--- src/rtl/cpu_pkg.sv ---
// Shared types and constants for the unified memory arbiter.
package cpu_pkg;

  localparam int DEFAULT_ADDR_W = 32;
  localparam int DEFAULT_DATA_W = 32;
  localparam int STREAK_W       = 4;

  typedef enum logic [1:0] {
    IDLE,
    ISSUE,
    WAIT,
    DONE
  } arb_state_t;

  localparam logic OWNER_I = 1'b0;
  localparam logic OWNER_D = 1'b1;

endpackage

--- src/rtl/arb_priority_sel.sv ---
// Grant selection between fetch and data ports, with a D-streak counter
// that forces an I grant after MAX_D_STREAK data grants while I waits.
module arb_priority_sel
  import cpu_pkg::*;
#(
  parameter int MAX_D_STREAK = 4
) (
  input  logic clk,
  input  logic reset,
  input  logic arb_en,
  input  logic i_req,
  input  logic d_req,
  output logic grant_i,
  output logic grant_d
);

  logic [STREAK_W-1:0] streak_reg;
  logic [STREAK_W-1:0] streak_next;
  logic                force_i;

  assign force_i = (streak_reg == STREAK_W'(MAX_D_STREAK));

  always_comb begin
    grant_i = 1'b0;
    grant_d = 1'b0;
    if (arb_en) begin
      if (i_req && (!d_req || force_i)) begin
        grant_i = 1'b1;
      end else if (d_req) begin
        grant_d = 1'b1;
      end
    end
  end

  // Only D grants made while I is waiting extend the streak.
  always_comb begin
    streak_next = streak_reg;
    if (grant_i) begin
      streak_next = '0;
    end else if (grant_d) begin
      if (!i_req) begin
        streak_next = '0;
      end else if (!force_i) begin
        streak_next = streak_reg + 1'b1;
      end
    end
  end

  always_ff @(posedge clk) begin
    if (reset) begin
      streak_reg <= '0;
    end else begin
      streak_reg <= streak_next;
    end
  end

endmodule

--- src/rtl/unified_mem_arbiter.sv ---
// Shares one single-ported memory between fetch (I) and data (D) ports.
// Optional performance counters are built when ARB_PERF_CNT_EN is defined.
module unified_mem_arbiter
  import cpu_pkg::*;
#(
  parameter int ADDR_W       = DEFAULT_ADDR_W,
  parameter int DATA_W       = DEFAULT_DATA_W,
  parameter int MAX_D_STREAK = 4
) (
  input  logic              clk,
  input  logic              reset,
  input  logic              i_req,
  input  logic [ADDR_W-1:0] i_addr,
  output logic              i_ready,
  output logic [DATA_W-1:0] i_dout,
  input  logic              d_req,
  input  logic              d_we,
  input  logic [ADDR_W-1:0] d_addr,
  input  logic [DATA_W-1:0] d_din,
  output logic              d_ready,
  output logic [DATA_W-1:0] d_dout,
  output logic              mem_req_valid,
  input  logic              mem_req_ready,
  output logic              mem_we,
  output logic [ADDR_W-1:0] mem_addr,
  output logic [DATA_W-1:0] mem_din,
  input  logic              mem_resp_valid,
  input  logic [DATA_W-1:0] mem_dout,
  output logic [31:0]       perf_i_grants,
  output logic [31:0]       perf_d_grants,
  output logic [31:0]       perf_stall_cycles
);

  arb_state_t state_reg;
  logic       owner_reg;
  logic       grant_i;
  logic       grant_d;

  arb_priority_sel #(
    .MAX_D_STREAK(MAX_D_STREAK)
  ) u_sel (
    .clk    (clk),
    .reset  (reset),
    .arb_en (state_reg == IDLE),
    .i_req  (i_req),
    .d_req  (d_req),
    .grant_i(grant_i),
    .grant_d(grant_d)
  );

  // mem_* fields double as the latched request: they are loaded on the
  // grant and held untouched until the next grant.
  always_ff @(posedge clk) begin
    if (reset) begin
      state_reg     <= IDLE;
      owner_reg     <= OWNER_I;
      mem_req_valid <= 1'b0;
      mem_we        <= 1'b0;
      mem_addr      <= '0;
      mem_din       <= '0;
      i_ready       <= 1'b0;
      d_ready       <= 1'b0;
      i_dout        <= '0;
      d_dout        <= '0;
    end else begin
      i_ready <= 1'b0;
      d_ready <= 1'b0;
      case (state_reg)
        IDLE: begin
          if (grant_d) begin
            owner_reg     <= OWNER_D;
            mem_we        <= d_we;
            mem_addr      <= d_addr;
            mem_din       <= d_din;
            mem_req_valid <= 1'b1;
            state_reg     <= ISSUE;
          end else if (grant_i) begin
            owner_reg     <= OWNER_I;
            mem_we        <= 1'b0;
            mem_addr      <= i_addr;
            mem_din       <= '0;
            mem_req_valid <= 1'b1;
            state_reg     <= ISSUE;
          end
        end
        ISSUE: begin
          if (mem_req_ready) begin
            mem_req_valid <= 1'b0;
            state_reg     <= WAIT;
          end
        end
        WAIT: begin
          if (mem_resp_valid) begin
            if (owner_reg == OWNER_D) begin
              // A store ack carries no data worth keeping.
              if (!mem_we) begin
                d_dout <= mem_dout;
              end
              d_ready <= 1'b1;
            end else begin
              i_dout  <= mem_dout;
              i_ready <= 1'b1;
            end
            state_reg <= DONE;
          end
        end
        DONE: begin
          state_reg <= IDLE;
        end
        default: begin
          state_reg <= IDLE;
        end
      endcase
    end
  end

`ifdef ARB_PERF_CNT_EN
  logic [31:0] perf_i_reg;
  logic [31:0] perf_d_reg;
  logic [31:0] perf_stall_reg;

  always_ff @(posedge clk) begin
    if (reset) begin
      perf_i_reg     <= '0;
      perf_d_reg     <= '0;
      perf_stall_reg <= '0;
    end else begin
      if (grant_i) begin
        perf_i_reg <= perf_i_reg + 32'd1;
      end
      if (grant_d) begin
        perf_d_reg <= perf_d_reg + 32'd1;
      end
      if ((i_req && !i_ready) || (d_req && !d_ready)) begin
        perf_stall_reg <= perf_stall_reg + 32'd1;
      end
    end
  end

  assign perf_i_grants     = perf_i_reg;
  assign perf_d_grants     = perf_d_reg;
  assign perf_stall_cycles = perf_stall_reg;
`else
  assign perf_i_grants     = '0;
  assign perf_d_grants     = '0;
  assign perf_stall_cycles = '0;
`endif

endmodule

--- config.mk ---
export PLATFORM = sky130hd
export DESIGN_NAME = unified_mem_arbiter
export DESIGN_NICKNAME = d
export VERILOG_FILES = /design/src/rtl/cpu_pkg.sv /design/src/rtl/arb_priority_sel.sv /design/src/rtl/unified_mem_arbiter.sv
export SDC_FILE = /design/constraint.sdc
export NUM_CORES = 1
export LEC_CHECK = 0
export BUFFER_PORTS_ARGS = -buffer_cell sky130_fd_sc_hd__buf_2
export CAP_MARGIN = 5
export CORE_UTILIZATION = 30
export CTS_CLUSTER_DIAMETER = 120
export DETAILED_ROUTE_END_ITERATION = 8
export GPL_TIMING_DRIVEN = 0
export SYNTH_ARGS = -nofsm -noshare
export SYNTH_HDL_FRONTEND = slang
export SYNTH_SLANG_ARGS = --single-unit
--- constraint.sdc ---
create_clock -name clk -period 3.8 [get_ports clk]
set_clock_uncertainty 0.15 [all_clocks]
set_input_delay 0.19 -clock clk [delete_from_list [all_inputs] [get_ports clk]]
set_output_delay 0.19 -clock clk [all_outputs]
set_load 0.03 [all_outputs]
After elaboration in Yosys (flattened, before gate mapping) --
Cells that the tools add are included.
Word-level totals: bits in registers 139, input port bits 135, output and inout bits 228, word-level logic and storage cells 63
Cells by class: add/sub/neg operators 1, eq/ne operators 8, multiplexer cells 25, bitwise operators 4, reductions and logical operators 14
Operators by type and width (count):
- 32-bit 2-to-1 mux | 4
- 1-bit 2-to-1 mux | 13
- 3-bit AND reduction | 3
- 2-bit 2-to-1 mux | 4
- 4-bit 2-to-1 mux | 2
- 2-bit one-hot mux with 4 select lines | 1
- 2-bit inequality test, second input constant | 3
- 4-bit by 1-bit adder with 4-bit output, second input constant | 1
- 2-bit equality test, second input constant | 2
- 4-bit by 3-bit equality test with 1-bit output, second input constant | 1
- 1-bit inverter | 4
- 2-bit AND reduction | 2
- 4-bit AND reduction | 1
- 2-bit nonzero test | 2
- 3-bit inequality test, second input constant | 1
- 3-bit OR reduction | 1
- 2-bit by 1-bit equality test with 1-bit output, second input constant | 1
- 2-bit logical NOT | 1
- 1-bit one-hot mux with 2 select lines | 1
- 2-bit OR reduction | 1
- 1-bit logical AND | 1
- 1-bit logical NOT | 1
- 1-bit logical OR | 1

Depth between registers and ports, before layout --
Gate-level depths: netlist of the first run.
depth after elaboration 8, depth in mapped cells 8

By module --
A second synthesis of the first run with hierarchy kept.
Unflattened totals: cells, all modules 734, area, all modules 6282.3 µm²
Modules (own cells, without submodules):
- unified_mem_arbiter | times used 1, cells each 703, area each 6022.0 µm², sequential area each 2702.6 µm²
- arb_priority_sel | times used 1, cells each 31, area each 260.2 µm², sequential area each 80.1 µm²

Worst setup path before layout of the first run --
Ideal clock, no wire load.
path type flip-flop to flip-flop, from register state_reg[0], to register mem_din[12], library setup time 0.128 ns, data arrival time 1.410 ns, setup slack 2.113 ns, stages on the path, launching flop included 9, path buffers 3, cell sequence dfxtp_1 inv_1 ha_1 and2_1 buf_2 buf_6 buf_4 a32oi_1 nor2_1
Between the ends: longest elaborated chain between the ends 4, elaborated cells between the ends (all ways) 6
RTL lines:
- from (decl) | RTL line unified_mem_arbiter.sv:34 | arb_state_t state_reg;
- from (signal assigned) | RTL line unified_mem_arbiter.sv:55 | state_reg <= IDLE;
- from (signal assigned) | RTL line unified_mem_arbiter.sv:76 | state_reg <= ISSUE;
- from (signal assigned) | RTL line unified_mem_arbiter.sv:83 | state_reg <= ISSUE;
- 2-bit logical NOT (*) | RTL line unified_mem_arbiter.sv:44, unified_mem_arbiter.sv:68
- 1-bit 2-to-1 mux | RTL line arb_priority_sel.sv:26 | if (arb_en) begin
- 2-bit nonzero test (no line)
- 2-bit AND reduction (no line)
- to (signal assigned) | RTL line unified_mem_arbiter.sv:74 | mem_din <= d_din;
- to (decl) | RTL line unified_mem_arbiter.sv:26 | output logic [DATA_W-1:0] mem_din,
Mark *: on every way between the ends. The rest lies on a longest branch, timed or not. A chain may end at the register's enable or synchronous reset.

Final worst setup path of the first run --
from register state_reg[0], to register mem_addr[30]
Between the ends: longest elaborated chain between the ends 4, elaborated cells between the ends (all ways) 6
RTL lines:
- 2-bit logical NOT (*) | RTL line unified_mem_arbiter.sv:44, unified_mem_arbiter.sv:68
- 1-bit 2-to-1 mux | RTL line arb_priority_sel.sv:26
- 2-bit nonzero test (no line)
- 2-bit AND reduction (no line)
- to (signal assigned) | RTL line unified_mem_arbiter.sv:73 | mem_addr <= d_addr;
- to (signal assigned) | RTL line unified_mem_arbiter.sv:80 | mem_addr <= i_addr;
- to (decl) | RTL line unified_mem_arbiter.sv:25 | output logic [ADDR_W-1:0] mem_addr,
Marked as above.

==> results of run 1 <==
[power breakdown]
group          switching, mW  internal, mW  leakage [nW]
Combinational           1.60         0.923          3.40
Clock                  0.713          1.02         0.297
Sequential             0.147          1.74          1.13
Total                   2.46          3.68          4.83
[cell usage in the layout (no fill, tap or decap), types with 2 or more instances in the layout]
cell type	count
sky130_fd_sc_hd__buf_2	290
sky130_fd_sc_hd__ha_1	5
sky130_fd_sc_hd__o21ai_0	66
sky130_fd_sc_hd__clkbuf_8	2
sky130_fd_sc_hd__nor3_1	2
sky130_fd_sc_hd__and4b_1	3
sky130_fd_sc_hd__nor2_1	37
sky130_fd_sc_hd__clkbuf_1	33
sky130_fd_sc_hd__and3b_1	2
sky130_fd_sc_hd__buf_6	2
sky130_fd_sc_hd__clkinv_4	3
sky130_fd_sc_hd__diode_2	2
sky130_fd_sc_hd__buf_4	97
sky130_fd_sc_hd__o21a_1	2
sky130_fd_sc_hd__conb_1	96
sky130_fd_sc_hd__dfxtp_1	139
sky130_fd_sc_hd__nand3_1	4
sky130_fd_sc_hd__a21oi_1	98
sky130_fd_sc_hd__nand2_1	130
sky130_fd_sc_hd__o31ai_1	2
sky130_fd_sc_hd__nor4_1	2
sky130_fd_sc_hd__nor2b_1	2
sky130_fd_sc_hd__bufinv_16	2
sky130_fd_sc_hd__dlygate4sd3_1	131
sky130_fd_sc_hd__inv_1	7
sky130_fd_sc_hd__inv_6	5
sky130_fd_sc_hd__clkbuf_16	17
sky130_fd_sc_hd__a32oi_1	33
sky130_fd_sc_hd__a31oi_1	31
[metal layers]
| layer | track usage [%] | up-vias |
|---|---|---|
| li1 | - | 3392 |
| met1 | 23.7 | 3077 |
| met2 | 36.3 | 281 |
| met3 | 6.59 | 33 |
| met4 | 7.59 | 0 |
| met5 | 0 | - |
[worst max-delay path by stage]
stage / start / slack (ns) / to / cells after the start
after floorplan: state_reg[0]$_SDFFE_PP0P_ / 2.11 / mem_din[12]$_SDFFE_PP0P_ / 8
after global placement: state_reg[0]$_SDFFE_PP0P_ / 1.75 / mem_addr[22]$_SDFFE_PP0P_ / 6
after detailed placement: state_reg[0]$_SDFFE_PP0P_ / 1.74 / mem_addr[23]$_SDFFE_PP0P_ / 6
after CTS: state_reg[0]$_SDFFE_PP0P_ / 1.19 / mem_addr[29]$_SDFFE_PP0P_ / 7
after global routing: state_reg[0]$_SDFFE_PP0P_ / 0.90 / mem_addr[30]$_SDFFE_PP0P_ / 7
final: state_reg[0]$_SDFFE_PP0P_ / 1.16 / mem_addr[30]$_SDFFE_PP0P_ / 7
[worst max-delay path, stage by stage, from the launching register on]
cell	delay [ns]
sky130_fd_sc_hd__dfxtp_1	0.31
sky130_fd_sc_hd__inv_1	0.10
sky130_fd_sc_hd__ha_1	0.29
sky130_fd_sc_hd__o21a_1	0.38
sky130_fd_sc_hd__clkbuf_1	0.47
sky130_fd_sc_hd__o21ai_0	0.17
sky130_fd_sc_hd__a21oi_1	0.15
sky130_fd_sc_hd__dlygate4sd3_1	0.56
[stage by stage]
step	setup slack (ns)	cell area [sq um]
4_1_cts	1.19	10000
6_report	1.16	10000
3_5_place_dp	1.74	8090
3_3_place_gp	1.75	8090
5_1_grt	0.898	10000
2_1_floorplan	2.11	6430
[cell type report]
class / count / area, sq um
multi-input combinational: 531 / 2620
timing repair buffer: 397 / 2640
sequential: 139 / 2780
clock inverter: 13 / 154
fill: 1962 / 9640
clock buffer: 19 / 453
antenna: 2 / 5.00
inverter: 7 / 26.3
buffer: 156 / 995
tap: 265 / 332
[kinds of logic after synthesis]
family / count (synthesis) / synth area share, %
fa+ha+maj: 5 / 1.03
simple gates: 190 / 13.1
flops: 139 / 45.8
buf+inv: 163 / 16.8
other cells: 1 / 0.0618
compound gates: 240 / 23.1
==> impl_summary.md, run 1 <==
Status
The run finished with clean final reports.

Flow run
The count of max-cap constraint violations is 0.

GRT
For this run the aggregate overflow at the end of global routing stands at 0. The number of antenna violations at the first check in global routing was 2. The largest net degree at the start of global routing is 17.

The first global-routing pass estimated ~33 mm of wire. The overall global routing resource usage is a little over a fifth. The via count of the first global-routing pass came to about 6500.

Timing
After layout, the minimum clock period comes to 2.64 ns. After routing, the total negative slack on setup checks comes to 0 ns. In this run the tightest slew margin relative to its limit is just over 60%. The timing-limited maximum frequency is 0.378 GHz. The final number of max-transition violations is 0. Setup repair after global routing left no endpoint under its margin.

Setup violations remaining at the end of the flow were counted as 0. The count of final hold-check violations came to 0. Of the available clock period, the critical path in the final layout requires about 70%.

The minimum hold slack is approximately 0.13 ns. The pin slew with the least headroom to its limit is 0.582 ns.

Critical path
STA classifies the critical path startpoint as a flip-flop. The endpoint of the lowest-slack register-to-register path is mem_addr[30]$_SDFFE_PP0P_. Data on the critical path is required at its endpoint by 4.01 ns.

Along the worst path, the maximum fanout reaches 10. The kind of critical path is reg -> reg. Across all register-to-register paths, the minimum setup slack is 1.16 ns. The worst register-to-register path has a depth of 7.

The startpoint of the most critical register-to-register path is state_reg[0]$_SDFFE_PP0P_. The endpoint arrival time on the critical path is 2.85 ns. STA classifies the critical path endpoint as a flip-flop.

Die
The standard cell core area is ~20000 sq um. The area of the die is 20800 sq um. The initial cell density of the core is a little under a third.

In this run the core area contains 51 standard-cell rows. The horizontal die dimension is ~140 um. The die boundary height is between 100 and 150 um. During I/O placement, the number of pins put on the boundary was 363.

Logic synthesis
The post-synthesis cell area is 6070 sq um. Counting flops with a built-in enable in the synthesized netlist gives 0. The library cell with the highest instance count after synthesis is sky130_fd_sc_hd__dfxtp_1. The synthesized netlist contains 38 unique library cells. In this run, synthesis produced a sequential element count of 139. The predominant post-synthesis flop cell is sky130_fd_sc_hd__dfxtp_1. The share of flip-flops with an asynchronous set or reset after synthesis is 0%.

The area share of the leading cell type in the synthesized netlist is 45.8%. After synthesis, flip-flops and latches occupy around 46% of the total area. By area the synthesized netlist is led by sky130_fd_sc_hd__dfxtp_1 46%, sky130_fd_sc_hd__buf_4 12%, sky130_fd_sc_hd__a21oi_1 8.1%, sky130_fd_sc_hd__nand2_1 8.0%, sky130_fd_sc_hd__o21ai_0 5.4%. By count the netlist is led by 139 x sky130_fd_sc_hd__dfxtp_1, 130 x sky130_fd_sc_hd__nand2_1, 98 x sky130_fd_sc_hd__a21oi_1. The synthesis warning total is 0. The synthesized area per cell is 8.22 sq um.

The synthesized instance count is 738. The largest total area in the synthesized netlist belongs to sky130_fd_sc_hd__dfxtp_1.

Clocking
In this run the number of H-tree levels came out at 4. The number of buffers inserted during clock tree synthesis is 17. Post-CTS repair changed the size of 0 cells. The worst-skew pair later-pin latency is around 0.42 ns. After clock tree synthesis, the clock-pin slew on the worst setup and hold paths is 0.06 ns. Counting along the longest clock path gives a buffer depth of 2. The root buffer cell chosen for the clock tree is sky130_fd_sc_hd__clkbuf_16. Counting every sink on the clock net gives 139. Buffers inserted to repair hold after CTS numbered around 130. TritonCTS built the clock tree. In this run the post-CTS setup repair buffer count came out at 0.

Routing
The initial DRC count is 200. The number of DRC violations after detailed routing is 0. The detailed-route vias per instance is 4.44. Across all layers, the routed design uses 6783 vias.

The per-cell routed wire length is between 10 and 15 um. The wire length on met2 is around 11 mm. The count of nets left with antenna violations after detail routing is 0.

In the final routing, the length of wire on met1 measures 9.00 mm. The detailed-routing iteration count for the pre-antenna-repair pass is 4. The routed wire length on met3 is 1.79 mm. The highest metal layer with signal wires is met4. The wire length reported by the detailed router is 22.0 mm.

Placement
The number of placed instances, taps included, is approximately 1400. At the end of routability-driven placement, the weighted congestion stood at 0.862. The post-detailed-placement half-perimeter wirelength is 15.3 mm. Port buffering added 266 buffers.

Power and ir drop
Across the VDD grid, the largest voltage drop is about 360 uV. The total power per unit cell area is 613 nW/um^2. The total power is 6.14 mW. Summed over all cells, the static leakage comes to 4.83 nW.

Min path
The worst hold path terminates at mem_req_valid$_SDFFE_PP0P_. The worst hold path passes through 4 cells. The worst hold path class is in -> reg.

The startpoint identified for the worst hold timing path is d_req.

Final layout
The final standard cell count with taps included and fillers excluded is between 1500 and 2000. The fraction of layout cells with a size suffix above 1 is 33.5%. In the final design database the tool counted 1389 nets. The growth of design area from synthesis to finish is 65.0%. Once layout is complete, the utilization of the core stands at 50.9%.
Power figures use the tool's default switching activity.
==> inputs of run 2 (changes only) <==
ABC_AREA = 1   (was default)
clock period = 2.3 ns   (was 3.8 ns; I/O delays follow)
==> run 2 against run 1 <==
Global-route usage down 0.99 points. Maximum frequency up 23%. Synthesized cell count up 19%. Worst setup slack worse by 1.0 ns. Clock power up 51%. Register-to-register slack worse by 1.0 ns. Design area up 2.8%. Sequential share of layout area down 0.77 points. Via count up 4.4%. Highest routed layer unchanged. Largest cell class unchanged. Utilization down 0.70 points. Combinational power up 63%. Sequential power up 66%.
==> impl_summary.md, run 2 <==
Status
The run finished with clean final reports.

Power and ir drop
VDD sags by at most 461 uV. The total power per unit cell area is 960 nW/um^2. Summed over all cells, the static leakage comes to 5.71 nW.

Clocking
The H-tree depth is 4. Clock-pin slew was measured on the worst setup and hold paths at ~0.060 ns. After clock tree synthesis, the setup repair step added 0 buffers.

Clock tree synthesis found a total of 139 sinks. No sink is reached through more buffers than the 2 on the longest clock path. The worst-skew pair later-pin latency is 0.42 ns. The cell sitting at the root of the clock tree is a sky130_fd_sc_hd__clkbuf_16. TritonCTS built the clock tree. The number of clock buffers added by TritonCTS is 17.

Routing
The first routing iteration left around 260 violations. The detailed-route vias per instance is roughly 4.2. After detailed routing, the total wire length is 21.8 mm.

The total via count in the routed design is 7084. The number of DRC violations after detailed routing is 0. The pre-antenna-repair detailed-routing pass consisted of 4 iterations.

The per-cell routed wire length is about 13 um. The count of nets left with antenna violations after detail routing is 0.

Logic synthesis
The library cell with the highest instance count after synthesis is sky130_fd_sc_hd__nor2_1. In this run, synthesis inferred 0 flip-flops with an integrated enable. The commonest cells after synthesis are 142 x sky130_fd_sc_hd__nor2_1, 139 x sky130_fd_sc_hd__dfxtp_1, 123 x sky130_fd_sc_hd__nand2_1.

The sequential area share after synthesis is 43.7%. The synthesized instance count is 881. The share of flip-flops with an asynchronous set or reset after synthesis is 0%. In this run, synthesis produced a sequential element count of 139. In the synthesized netlist the dominant register cell turns out to be sky130_fd_sc_hd__dfxtp_1. The synthesized design devotes to its leading area cell type 43.7% of total area. The post-synthesis cell area is 6370 sq um. The synthesized area per cell is 7.23 sq um. The synthesis warning total is 0. The number of distinct library cells after synthesis is 20.

The leading area contributor after synthesis is sky130_fd_sc_hd__dfxtp_1. In the post-synthesis netlist, the biggest area contributors are sky130_fd_sc_hd__dfxtp_1 44%, sky130_fd_sc_hd__buf_4 12%, sky130_fd_sc_hd__nor2_1 8.4%, sky130_fd_sc_hd__nand3_1 8.0%, sky130_fd_sc_hd__o21ai_0 7.6%.

Timing
The final total negative setup slack is 0 ns. Setup violations remaining at the end of the flow were counted as 0. After layout, the minimum clock period comes to 2.15 ns. The final critical-path share of the clock period is 93.6%.

Derived from the worst setup path, the maximum achievable clock frequency is ~0.46 GHz. The final number of max-transition violations is 0. Setup repair after global routing left no endpoint under its margin. The count of final hold-check violations was 0.

Min path
In this run the most critical hold path is launched from mem_din[22]$_SDFFE_PP0P_. The path class of the tightest hold or removal check is reg -> reg. The worst hold path was traced through 2 stages. The sink of the worst hold path is mem_din[22]$_SDFFE_PP0P_.

Final layout
The number of antenna diodes in the final layout is 0. The net count reported at finish is around 1500. In the layout the commonest cells are 289 x sky130_fd_sc_hd__buf_2, 142 x sky130_fd_sc_hd__nor2_1, 139 x sky130_fd_sc_hd__dfxtp_1. The growth of design area from synthesis to finish is 61.7%. The final design instance area without fill is 10300 sq um.

The post-route netlist has 30.6% of its cells at a drive strength greater than 1. The most common cell after layout, fill and taps aside is sky130_fd_sc_hd__buf_2.

Die
In this run the horizontal extent of the chip is ~150 um. Pin placement for this block handled 363 I/O pins. The total number of placement rows is between 50 and 60. The standard cell core area is 20500 sq um. Measured along the y axis, the die boundary spans 148 um. For this configuration, the core starts out at a cell density of a little over 30%. The area of the die is 21800 sq um.

GRT
Global routing finished with a remaining overflow of 0. The number of antenna violations at the first check in global routing is 0. The via count of the first global-routing pass is 6948. In the global route stage, overall resource usage came out at 19.8%. The first global-routing pass estimated 34.5 mm of wire. Entering global routing, the biggest net connects 17 pins.

Placement
The count of buffers inserted at the top-level ports is ~270. The post-detailed-placement half-perimeter wirelength is 15.5 mm. Summing all placed instances gives a cell area of 8390 sq um. The routability congestion estimate from global placement is between 0.8 and 0.9.

Critical path
The endpoint of the lowest-slack register-to-register path is mem_addr[0]$_SDFFE_PP0P_. The endpoint arrival time on the critical path is 2.32 ns. The cell count of the worst reg-to-reg path is 11. The kind of critical path is reg -> reg. The critical path capture point type is a flip-flop. The minimum setup slack among reg-to-reg paths is 0.15 ns. The sort of element at the start of the critical path is a flip-flop. In this run the worst path has a maximum fanout of 10. The startpoint identified for the worst register-to-register timing path is state_reg[0]$_SDFFE_PP0P_.

The data required time at the worst endpoint is 2.47 ns.

Flow run
Max-cap violations in this run came to 0.
[run 2: metrics by stage]
stage                     setup WS [ns]  hold WS [ns]  utilization [%]  cells  power [mW]
final                             0.146         0.312             50.2   1677        9.88
after global routing             0.0172         0.325             50.2   1677        10.5
after CTS                        0.0318         0.294             50.2   1677        9.96
after detailed placement          0.297         0.211             40.9   1511        7.10
after global placement            0.328         0.203             40.9   1511        7.07
after floorplan                   0.701        0.0999                -    976        5.97
[run 2: routing by layer]
layer | part of all wire, % | GRT usage (%)
met1 | 41 | 22.3
met3 | 8.6 | 6.51
met2 | 49 | 35.8
met5 | 0 | 0
met4 | 1.1 | 5.05
[run 2: layout make-up]
class	instances	area (sq um)
clock buffer	18	429
timing repair buffer	399	2670
multi-input combinational	609	2660
buffer	149	990
clock inverter	14	130
tap	270	338
fill	2031	10200
inverter	79	297
sequential	139	2780
[run 2: repair_timing]
item | CTS | global route
endpoints found under the hold margin | 137 | 0
resized for setup | 0 | 4
setup endpoints to repair | 0 | 2
hold buffers | 134 | 0
[run 2: worst max-delay path, stage by stage (launching register included)]
cell                            delay (ns)
sky130_fd_sc_hd__dfxtp_1              0.31
sky130_fd_sc_hd__inv_1                0.11
sky130_fd_sc_hd__ha_2                 0.23
sky130_fd_sc_hd__nand2_1              0.11
sky130_fd_sc_hd__inv_2                0.08
sky130_fd_sc_hd__buf_6                0.15
sky130_fd_sc_hd__nand2_4              0.11
sky130_fd_sc_hd__nand3_1              0.09
sky130_fd_sc_hd__nand3_1              0.06
sky130_fd_sc_hd__dlygate4sd3_1        0.56
sky130_fd_sc_hd__nand2_1              0.07
sky130_fd_sc_hd__inv_1                0.03
[run 2: logic make-up after synthesis]
family                     after synthesis  synth area share [%]
AOI/OAI and AO/OA                      134                  10.5
and+or+nand+nor                        373                  24.4
buffers and inverters                  228                  20.2
xor gates and xnor gates                 1                 0.138
DFF                                    139                  43.7
adders and majority gates                5                 0.982
other                                    1                0.0589
[run 2: worst max path at each step]
stage / start / to / depth (start not counted)
2_1_floorplan: state_reg[0]$_SDFFE_PP0P_ / mem_din[22]$_SDFFE_PP0P_ / 9
3_3_place_gp: state_reg[0]$_SDFFE_PP0P_ / i_dout[5]$_SDFFE_PP0P_ / 8
3_5_place_dp: state_reg[0]$_SDFFE_PP0P_ / mem_din[16]$_SDFFE_PP0P_ / 9
4_1_cts: state_reg[0]$_SDFFE_PP0P_ / mem_addr[0]$_SDFFE_PP0P_ / 9
5_1_grt: state_reg[0]$_SDFFE_PP0P_ / mem_addr[0]$_SDFFE_PP0P_ / 11
6_report: state_reg[0]$_SDFFE_PP0P_ / mem_addr[0]$_SDFFE_PP0P_ / 11
[run 2: power by group]
group	switching, mW	internal [mW]
sequential	0.237	2.90
combinational	2.76	1.36
clock	1.19	1.43
total	4.19	5.69
==> inputs of run 3 (changes only) <==
clock period = 2.45 ns   (was 2.3 ns; I/O delays follow)
==> run 3 against run 2 <==
Utilization up 0.35 points. Power down 4.8%. Non-clock buffer count up 6. Combinational power down 3%. Design area up 0.71%. Maximum frequency down 6.3%. Critical path depth down 3. Cell count up 0.36%. Flip-flop and latch count unchanged. Critical path type unchanged. Largest power group unchanged.
==> impl_summary.md, run 3 (synthesis gave the netlist of run 2 again) <==
Status
The flow ran to the end, and the final reports show no timing, DRC or antenna violations.

Min path
The worst hold path class is reg -> reg. Counting instances, the worst hold path has a depth of 2.

Routing
The count of nets left with antenna violations after detail routing is 0. The number of DRC violations after detailed routing is 0. The routed layout has 7123 vias. The initial DRC count is ~260. Dividing the detail-routed wire length by the instance count gives 13.0 um. The first detailed-routing pass ran for 4 iterations. The wire length reported by the detailed router is 21.9 mm.

After detailed routing, the number of vias per cell comes to 4.23.

Timing
The final number of max-transition violations came to 0. The timing-limited maximum frequency is 0.435 GHz. Setup violations remaining at the end of the flow were counted as 0. The post-route minimum period is 2.30 ns.

The count of final hold-check violations was 0. The final critical-path share of the clock period is a little over nine tenths. Setup repair after global routing left no endpoint under its margin. Adding up every negative setup slack in the final design gives 0 ns.

Critical path
In this run the worst path has a maximum fanout of 10. The critical path capture point type is a flip-flop. At the worst endpoint, the arrival time is about 2.5 ns.

The setup path with the least slack is of type reg -> reg. Counting cells, the worst reg-to-reg path comes to 8. The worst setup path is launched from a flip-flop.

The data required time at the worst endpoint is 2.66 ns.

Power and ir drop
The internal power of the cells totals 5.44 mW. Combinational cells account for 42.4% of the total power. Summed over all nets, the switching power comes to 3.97 mW. The share of total power dissipated in sequential elements is 31.4%. Power spread over the standard cell area amounts to 907 nW/um^2. Of the total power, the share spent switching nets is 42.2%. After layout, the design draws a total of 9.41 mW. The worst-case IR drop observed on VDD is 439 uV. The share of total power dissipated in the clock network is a little over a quarter. The static leakage is 5.75 nW.

Clocking
The root buffer cell is sky130_fd_sc_hd__clkbuf_16. TritonCTS built the clock tree. The number of buffers inserted during clock tree synthesis is 17. The worst-skew pair later-pin latency is between 0.4 and 0.5 ns. The clock drives between 100 and 150 sinks. CTS built an H-tree with a depth of 4. The register clock-pin slew on the reported worst setup and hold paths is 0.06 ns. The maximum root-to-sink buffer count is 2.

Final layout
For this run, the post-layout net count is 1540. The growth of design area from synthesis to finish is 62.8%. The top cell types in the final layout, fill and taps aside, are 286 x sky130_fd_sc_hd__buf_2, 142 x sky130_fd_sc_hd__nor2_1, 139 x sky130_fd_sc_hd__dfxtp_1. 0 antenna diodes ended up in the layout. Cells with a size suffix above 1 make up 30.8% of the layout. The most common cell after layout, fill and taps aside is sky130_fd_sc_hd__buf_2. The final standard cell count with taps included and fillers excluded is 1683.

GRT
The overall global routing resource usage is 19.7%. Summed over all layers, the global routing overflow is 0. The first-pass GRT wire length is 34.4 mm. The number of antenna violations at the first check in global routing is 0. The via count of the first global-routing pass is just under 7000. Entering global routing, the biggest net connects 17 pins.

Placement
The congestion estimate from routability-driven global placement came to between 0.8 and 0.9. During placement, the flow inserted port buffers numbering 265. Detailed placement finished with a half-perimeter wire length of 15.5 mm. The number of cells in the design after placement is approximately 1500.

Die
During I/O placement, the number of pins put on the boundary was 363. The die is 148 um wide. The total number of placement rows is 52. The standard cell core area is 20500 sq um. The die covers 21800 sq um. Once the floorplan was initialized, standard cells occupied 31.1% of the core.

The die boundary height is 148 um.

Flow run
The count of max-cap constraint violations is 0.
[run 3: cell count changes in the layout (fill, tap and decap cells not counted), sizes merged]
cell / before / now
dlygate4sd3: 134 / 138
buf: 391 / 390
clkbuf: 41 / 44
[run 3: per-stage QoR]
stage,util [%],cell area (sq um),hold WS [ns],worst slack [ns]
CTS,50.4,10300,0.302,0.0147
floorplan,-,6730,0.107,0.851
finish,50.6,10400,0.312,0.151
global placement,40.9,8390,0.210,0.478
global route,50.6,10400,0.327,0.00334
detailed placement,40.9,8390,0.219,0.447
[run 3: final timing paths]
| check | startpoint | endpoint | slack (ns) |
|---|---|---|---|
| setup / recovery | u_sel.streak_reg[0]$_SDFFE_PP0P_ | u_sel.streak_reg[2]$_SDFFE_PP0P_ | 0.15 |
| setup reg to reg | u_sel.streak_reg[0]$_SDFFE_PP0P_ | u_sel.streak_reg[2]$_SDFFE_PP0P_ | 0.15 |
| hold reg to reg | mem_din[22]$_SDFFE_PP0P_ | mem_din[22]$_SDFFE_PP0P_ | 0.31 |
| hold / removal | mem_din[22]$_SDFFE_PP0P_ | mem_din[22]$_SDFFE_PP0P_ | 0.31 |
[run 3: final cells by class]
cell class	count	area [sq um]
multi-input cells	609	2670
fillers	2014	10100
inverters	79	297
flip-flops and latches	139	2780
repair buffers	405	2720
well taps	270	338
clock buffers	18	429
plain buffers	149	997
clock inverters	14	130
[run 3: critical path: stages (launching register included)]
cell and delay (ns):
sky130_fd_sc_hd__dfxtp_1 0.34, sky130_fd_sc_hd__inv_1 0.08, sky130_fd_sc_hd__ha_1 0.17, sky130_fd_sc_hd__nand4_1 0.30
sky130_fd_sc_hd__clkbuf_4 0.32, sky130_fd_sc_hd__nand2_1 0.13, sky130_fd_sc_hd__nand2_1 0.06, sky130_fd_sc_hd__a21oi_1 0.14
sky130_fd_sc_hd__dlygate4sd3_1 0.55
[run 3: what timing repair did]
item,4_1_cts,5_1_grt
hold endpoints to repair,137,0
gates resized for setup,0,11
hold buffers,138,0
setup buffers,0,2
endpoints found under the setup margin,0,14
[run 3: routing by layer]
layer / up-vias / track usage (%) / part of all wire [%]
met4: 0 / 5.36 / 1.3
met2: 288 / 35.1 / 49
met3: 22 / 6.33 / 8.6
met1: 3175 / 22.6 / 41
li1: 3638 / - / -
met5: - / 0 / 0
[run 3: power groups by stage]
stage / Clock, mW / Combinational (mW) / Sequential, mW
floorplan: 0 / 1.77 / 3.83
global placement: 0 / 3.67 / 2.97
detailed placement: 0 / 3.68 / 2.99
CTS: 2.53 / 3.97 / 2.95
global route: 2.61 / 4.37 / 3.01
finish: 2.46 / 3.99 / 2.95
